==> src/rtl/tm_host_sequencer.sv <==
// Host-side sequencer for the Turing-machine core: buffers program words,
// replays them over the Next/Done handshake, then clocks the run phase.
module tm_host_sequencer #(
    parameter int DW        = 4,
    parameter int DEPTH     = 64,
    parameter int HOLD      = 4,
    parameter int GAP       = 4,
    parameter int MAX_STEPS = 255
) (
    input  logic                   clock,
    input  logic                   reset,
    input  logic                   wr_en,
    input  logic [DW-1:0]          wr_data,
    input  logic [DW-1:0]          tape_pos,
    input  logic                   start,
    input  logic                   tm_compute_done,
    input  logic [10:0]            tm_display,
    output logic [DW-1:0]          tm_input_data,
    output logic                   tm_next,
    output logic                   tm_done,
    output logic                   busy,
    output logic [$clog2(DEPTH):0] count,
    output logic [10:0]            result,
    output logic                   result_valid,
    output logic                   timeout,
    output logic                   wr_err
);

    localparam int CW = $clog2(DEPTH) + 1;
    localparam int AW = (DEPTH > 1) ? $clog2(DEPTH) : 1;
    localparam logic [CW-1:0] FULL = CW'(DEPTH);
    localparam logic [CW-1:0] ONE  = CW'(1);

    typedef enum logic [2:0] {
        IDLE, LOAD_HI, LOAD_LO, DONE_HI, DONE_LO, RUN_HI, RUN_LO, FINISH
    } state_e;

    state_e          state_q, state_d;
    logic [3:0]      cnt_q, cnt_d;
    logic [CW-1:0]   rd_ptr_q, rd_ptr_d;
    logic [CW-1:0]   count_q, count_d;
    logic [7:0]      step_q, step_d;
    logic            cd_q, cd_d;
    logic            wr_err_q, wr_err_d;
    logic [10:0]     result_q, result_d;
    logic            rv_q, rv_d;
    logic            to_q, to_d;
    logic            next_q, next_d;
    logic            done_q, done_d;
    logic            busy_q, busy_d;
    logic [DW-1:0]   in_q, in_d;
    logic            we;
    logic            hold_end, gap_end, cd_now;
    logic [DW-1:0]   buf_q [DEPTH];

    assign hold_end = (cnt_q == 4'(HOLD - 1));
    assign gap_end  = (cnt_q == 4'(GAP - 1));
    assign cd_now   = cd_q | tm_compute_done;

    always_comb begin
        state_d  = state_q;
        cnt_d    = cnt_q;
        rd_ptr_d = rd_ptr_q;
        count_d  = count_q;
        step_d   = step_q;
        cd_d     = cd_q;
        wr_err_d = wr_err_q;
        result_d = result_q;
        rv_d     = rv_q;
        to_d     = to_q;
        we       = 1'b0;

        if (start) wr_err_d = 1'b0;
        if (wr_en) begin
            if (state_q == IDLE && count_q != FULL) begin
                we      = 1'b1;
                count_d = count_q + ONE;
            end else begin
                wr_err_d = 1'b1;
            end
        end

        unique case (state_q)
            IDLE: if (start && count_q != '0) begin
                state_d  = LOAD_HI;
                cnt_d    = '0;
                rd_ptr_d = '0;
                step_d   = '0;
                cd_d     = 1'b0;
                rv_d     = 1'b0;
                to_d     = 1'b0;
            end
            LOAD_HI: begin
                cnt_d = cnt_q + 4'd1;
                if (hold_end) begin
                    state_d = LOAD_LO;
                    cnt_d   = '0;
                end
            end
            LOAD_LO: begin
                cnt_d = cnt_q + 4'd1;
                if (gap_end) begin
                    cnt_d    = '0;
                    rd_ptr_d = rd_ptr_q + ONE;
                    state_d  = (rd_ptr_d == count_q) ? DONE_HI : LOAD_HI;
                end
            end
            DONE_HI: begin
                cnt_d = cnt_q + 4'd1;
                if (hold_end) begin
                    state_d = DONE_LO;
                    cnt_d   = '0;
                end
            end
            DONE_LO: begin
                cnt_d = cnt_q + 4'd1;
                if (gap_end) begin
                    state_d = RUN_HI;
                    cnt_d   = '0;
                    step_d  = '0;
                    cd_d    = 1'b0;
                end
            end
            RUN_HI: begin
                cd_d  = cd_now;
                cnt_d = cnt_q + 4'd1;
                if (hold_end) begin
                    state_d = RUN_LO;
                    cnt_d   = '0;
                    step_d  = step_q + 8'd1;
                end
            end
            RUN_LO: begin
                cd_d  = cd_now;
                cnt_d = cnt_q + 4'd1;
                if (gap_end) begin
                    cnt_d = '0;
                    // completion beats the step limit when both land together
                    if (cd_now) begin
                        state_d = FINISH;
                    end else if (step_q == 8'(MAX_STEPS)) begin
                        state_d = FINISH;
                        to_d    = 1'b1;
                    end else begin
                        state_d = RUN_HI;
                    end
                end
            end
            FINISH: begin
                state_d  = IDLE;
                result_d = tm_display;
                rv_d     = 1'b1;
                count_d  = '0;
                cd_d     = 1'b0;
            end
            default: state_d = IDLE;
        endcase

        next_d = (state_d == LOAD_HI) || (state_d == RUN_HI);
        done_d = (state_d == DONE_HI);
        busy_d = (state_d != IDLE);
        unique case (state_d)
            IDLE:    in_d = tape_pos;
            LOAD_HI: in_d = buf_q[rd_ptr_d[AW-1:0]];
            LOAD_LO: in_d = in_q;
            default: in_d = '0;
        endcase
    end

    always_ff @(posedge clock or posedge reset) begin
        if (reset) begin
            state_q  <= IDLE;
            cnt_q    <= '0;
            rd_ptr_q <= '0;
            count_q  <= '0;
            step_q   <= '0;
            cd_q     <= 1'b0;
            wr_err_q <= 1'b0;
            result_q <= '0;
            rv_q     <= 1'b0;
            to_q     <= 1'b0;
            next_q   <= 1'b0;
            done_q   <= 1'b0;
            busy_q   <= 1'b0;
            in_q     <= '0;
        end else begin
            state_q  <= state_d;
            cnt_q    <= cnt_d;
            rd_ptr_q <= rd_ptr_d;
            count_q  <= count_d;
            step_q   <= step_d;
            cd_q     <= cd_d;
            wr_err_q <= wr_err_d;
            result_q <= result_d;
            rv_q     <= rv_d;
            to_q     <= to_d;
            next_q   <= next_d;
            done_q   <= done_d;
            busy_q   <= busy_d;
            in_q     <= in_d;
        end
    end

    always_ff @(posedge clock) begin
        if (we) buf_q[count_q[AW-1:0]] <= wr_data;
    end

    assign tm_input_data = in_q;
    assign tm_next       = next_q;
    assign tm_done       = done_q;
    assign busy          = busy_q;
    assign count         = count_q;
    assign result        = result_q;
    assign result_valid  = rv_q;
    assign timeout       = to_q;
    assign wr_err        = wr_err_q;

endmodule

==> config.mk <==
export PLATFORM = sky130hd
export DESIGN_NAME = tm_host_sequencer
export DESIGN_NICKNAME = d
export VERILOG_FILES = /design/src/rtl/tm_host_sequencer.sv
export SDC_FILE = /design/constraint.sdc
export NUM_CORES = 1
export LEC_CHECK = 0
export ABC_AREA = 1
export ABC_CLOCK_PERIOD_IN_PS = 3000
export BUFFER_PORTS_ARGS = -buffer_cell sky130_fd_sc_hd__buf_2
export CELL_PAD_IN_SITES_DETAIL_PLACEMENT = 0
export CELL_PAD_IN_SITES_GLOBAL_PLACEMENT = 1
export CORE_ASPECT_RATIO = 0.8
export CORE_MARGIN = 8
export CORE_UTILIZATION = 40
export DETAILED_ROUTE_END_ITERATION = 10
export GPL_ROUTABILITY_DRIVEN = 0
export PLACE_DENSITY = 0.68
export SLEW_MARGIN = 20
export SYNTH_ARGS = -nofsm -noshare
export SYNTH_HDL_FRONTEND = slang
export SYNTH_SLANG_ARGS = --single-unit
==> constraint.sdc <==
create_clock -name clock -period 3 [get_ports clock]
set_input_delay 0.3 -clock clock [delete_from_list [all_inputs] [get_ports clock]]
set_output_delay 0.3 -clock clock [all_outputs]
set_load 0.01 [all_outputs]
==> impl_summary.log <==
[metrics] total number of H-tree levels: 2
[metrics] Starting Density: 0.405
[metrics] area leader, netlist: edfxtp_1
[metrics] overall die height: around 180 um
[metrics] final period utilization: 0.945
[metrics] average vias per placed instance: 5.43
[metrics] portion of synthesized cell area occupied by the leading cell type: 0.564
[metrics] maximum vdd ir drop: 0.469 mV
[metrics] slew at the pin with the worst max-slew slack: 0.814 ns
[metrics] worst hold slack after final layout: 0.0288 ns
[metrics] CP max-delay cell: buf_4
[metrics] Crit. End Element: flip-flop
[metrics] Worst Slack Setup Final: 0.165 ns
[metrics] Setup Fix Bufs, Post-CTS: 0
[metrics] drt pass-1 iters: 5
[metrics] Worst Hold Class: primary input to flip-flop
[metrics] number of primary I/O pins: 52
[metrics] clock sink count: roughly 310
[metrics] number of vias after detailed routing: 9,926
[metrics] Commonest cells post-synth: nand2_1 (334), edfxtp_1 (256), nand3_1 (250)
[metrics] width of the die: 222 um
[metrics] required time reported for the critical path endpoint: 3.40 ns
[metrics] number of failing setup endpoints in the final timing report: 0
[metrics] total power: 11.4 mW
[metrics] clock latency on the worst-skew pair: 0.52 ns
[metrics] Final Hold Vio Count: 0
[metrics] aggregate global routing overflow: 0
[metrics] cell-by-cell listing of the critical path: ha_1 -> nand3_2 -> nor2_2 -> nand2_2 -> buf_4 -> nand4_1 -> nand3_1 -> nand3_1 -> nand3_1 -> nand3_1 -> nand2_1 -> nand2_1 -> nand3_1 -> nand3_1
[metrics] number of buffers on the longest clock path: 3
[metrics] Synth area leaders: edfxtp_1 (56%), dfrtp_1 (9.4%), nand2_1 (9.2%)
[metrics] post-DR wirelength/cell: 20.8 um
[metrics] detailed-route DRC error count: 0
[metrics] total number of yosys warnings: 0
[metrics] Area growth, synth to finish: 15.1%
[metrics] number of routed nets with antenna violations: 0
[metrics] Iter 0 DRT Violations: 1,060
[metrics] power density normalized to cell area: 726 nW/um^2
[metrics] Post-Syn Area per Cell: 10.5 um^2
[metrics] die footprint: 40,300 um^2
[metrics] startpoint class of the critical path: flip-flop
[metrics] flops & latches, synth: just over 300
[metrics] Async SR Flop Fraction: 0.166
[metrics] Synth cell types: 42
[metrics] Clock Root Buffer: clkbuf_16
[metrics] footprint of the multi-input gates: 3920 um^2
[metrics] max_cap viols: 0
[metrics] headroom to the max-slew limit: 0.458
[metrics] nets: 1,398
[metrics] data arrival time at the worst-slack endpoint: 3.23 ns
[metrics] predominant post-synthesis flop cell: edfxtp_1
[metrics] Lkg Pwr: 6.05 nW
[metrics] Core Rows: 60
[metrics] largest net degree at the start of global routing: 67
[metrics] Pins Over Slew Limit: 0
[metrics] post-DP HPWL: 23,900 um
[metrics] fillers: 3,134
[metrics] unrepaired setup endpoints after global routing: false
[metrics] clock tree from TritonCTS: built
[metrics] combined flip-flop and latch cell area: 8960 um^2
[metrics] total wire length: 38,000 um
[metrics] first-pass GRT wire length: 58,400 um
[metrics] number of nets in the synthesized netlist: around 1,300
[metrics] cell area after technology mapping: 13,600 um^2
[metrics] proportion of layout cells with a drive suffix above 1: 0.128
[metrics] via count of the first global-routing pass: 9,618
[metrics] min cycle time layout: 2.83 ns
[metrics] maximum clock rate: 0.353 GHz
[metrics] overall fraction of global-route tracks in use: 0.187
[metrics] crit-path max FO: 58
[metrics] register-to-register path setup slack: 0.17 ns
[metrics] critical path start-end classification: flip-flop to flip-flop
[metrics] antenna violations before repair: 1
[metrics] area of the placeable core: 33,600 um^2
[metrics] register clock-pin slew on the reported worst setup and hold paths: 0.06 ns
[metrics] antenna fix cells: 0
[metrics] post-synthesis sequential area ratio: 0.658
[metrics] most used cell along the critical path: nand3_1
[metrics] setup_tns: 0 ns
[metrics] highest cell delay on the worst timing path: between 0.5 and 0.6 ns
[metrics] result of the run: finished clean
[metrics] Worst Skew: ~0.022 ns
[metrics] most common cell in the netlist: nand2_1
[metrics] number of I/O port buffers: a little over 50
[metrics] number of cells produced by synthesis: 1,293
[metrics] Setup WS pre-CTS: around 0.10 ns
[metrics] TritonCTS buffer count: 34
[metrics] number of enable-type register cells in the synthesized netlist: 256
state kept, by name, summed over array words and instances, names as in the netlist:
signal and cells:
buf_q 256, result_valid 1, count 7, wr_err 1
rd_ptr_q 7, tm_next 1, cd_q 1, tm_done 1
step_q 8, timeout 1, state_q 3, cnt_q 4
tm_input_data 4, busy 1, result 11
cell type report:
class / instances / area share
well taps: 434 / 0.0346
clock buffers: 41 / 0.0572
flip-flops and latches: 307 / 0.571
multi-input cells: 829 / 0.250
clock inverters: 19 / 0.0136
repair buffers: 111 / 0.0523
inverters: 86 / 0.0213
repair_timing:
action | CTS | global route
resized for setup | 0 | 3
endpoints found under the setup margin | 0 | 4
endpoints found under the hold margin | 29 | 0
hold buffers | 13 | 0
logic make-up (layout without fill, tap and decap cells):
| group | count (synthesis) | after routing | share of synthesized area |
|---|---|---|---|
| AO/OA/AOI/OAI | 49 | 49 | 0.0219 |
| flip-flops | 307 | 307 | 0.658 |
| XOR/XNOR | 9 | 9 | 0.00578 |
| adder cells (fa/ha/maj) | 5 | 5 | 0.00459 |
| buffers and inverters | 157 | 257 | 0.0559 |
| AND/OR/NAND/NOR | 766 | 766 | 0.254 |
routing by layer:
| layer | GRT usage | routed length, um |
|---|---|---|
| met3 | 0.0358 | 2950 |
| met1 | 0.278 | 17700 |
| met5 | 0 | 0 |
| met2 | 0.279 | 16600 |
| met4 | 0.0463 | 748 |
final timing paths:
path,start,to,cells after the start
max reg2reg,cnt_q[0],tm_input_data[2],14
min,wr_en,wr_err,3
max,cnt_q[0],tm_input_data[2],14
max in group asynchronous,reset,result[0],4
min reg2reg,result[3],result[3],2
min in group asynchronous,reset,step_q[0],3
per-stage QoR:
stage,std cells,utilization,instance area (um^2)
floorplan,1293,-,13600
global placement,1754,0.429,14400
detailed placement,1754,0.429,14400
CTS,1827,0.466,15700
global route,1827,0.467,15700
finish,1827,0.467,15700
power breakdown:
| group | internal, mW | switching (mW) | total, mW |
|---|---|---|---|
| registers | 4.82 | 0.127 | 4.94 |
| logic | 0.657 | 1.56 | 2.22 |
| clock network | 2.56 | 1.67 | 4.23 |
critical path: cells and delay by family, from the launching register on:
kind,cells,cell delay [ns]
adders and majority gates,1,0.27
buffers and inverters,1,0.58
DFF,1,0.41
and+or+nand+nor,12,1.40
cells in the final DEF, fill, tap and decap left out, types with 4 or more instances in the layout:
cell type / n
inv_4: 4
nor3_1: 11
o22ai_1: 4
buf_4: 39
nor2_1: 84
nand3_2: 4
nand2_1: 334
buf_2: 51
buf_12: 6
clkinv_1: 10
clkbuf_16: 35
nand4_1: 63
dfrtp_1: 51
nor2_2: 4
nand3_1: 250
inv_2: 8
a21oi_1: 11
clkinv_2: 6
ha_1: 5
edfxtp_1: 256
o21ai_0: 20
clkbuf_1: 6
nand2_2: 5
inv_1: 71
xor2_1: 7
bufinv_16: 5
dlygate4sd3_1: 13
(Power assumes the default switching activity.)
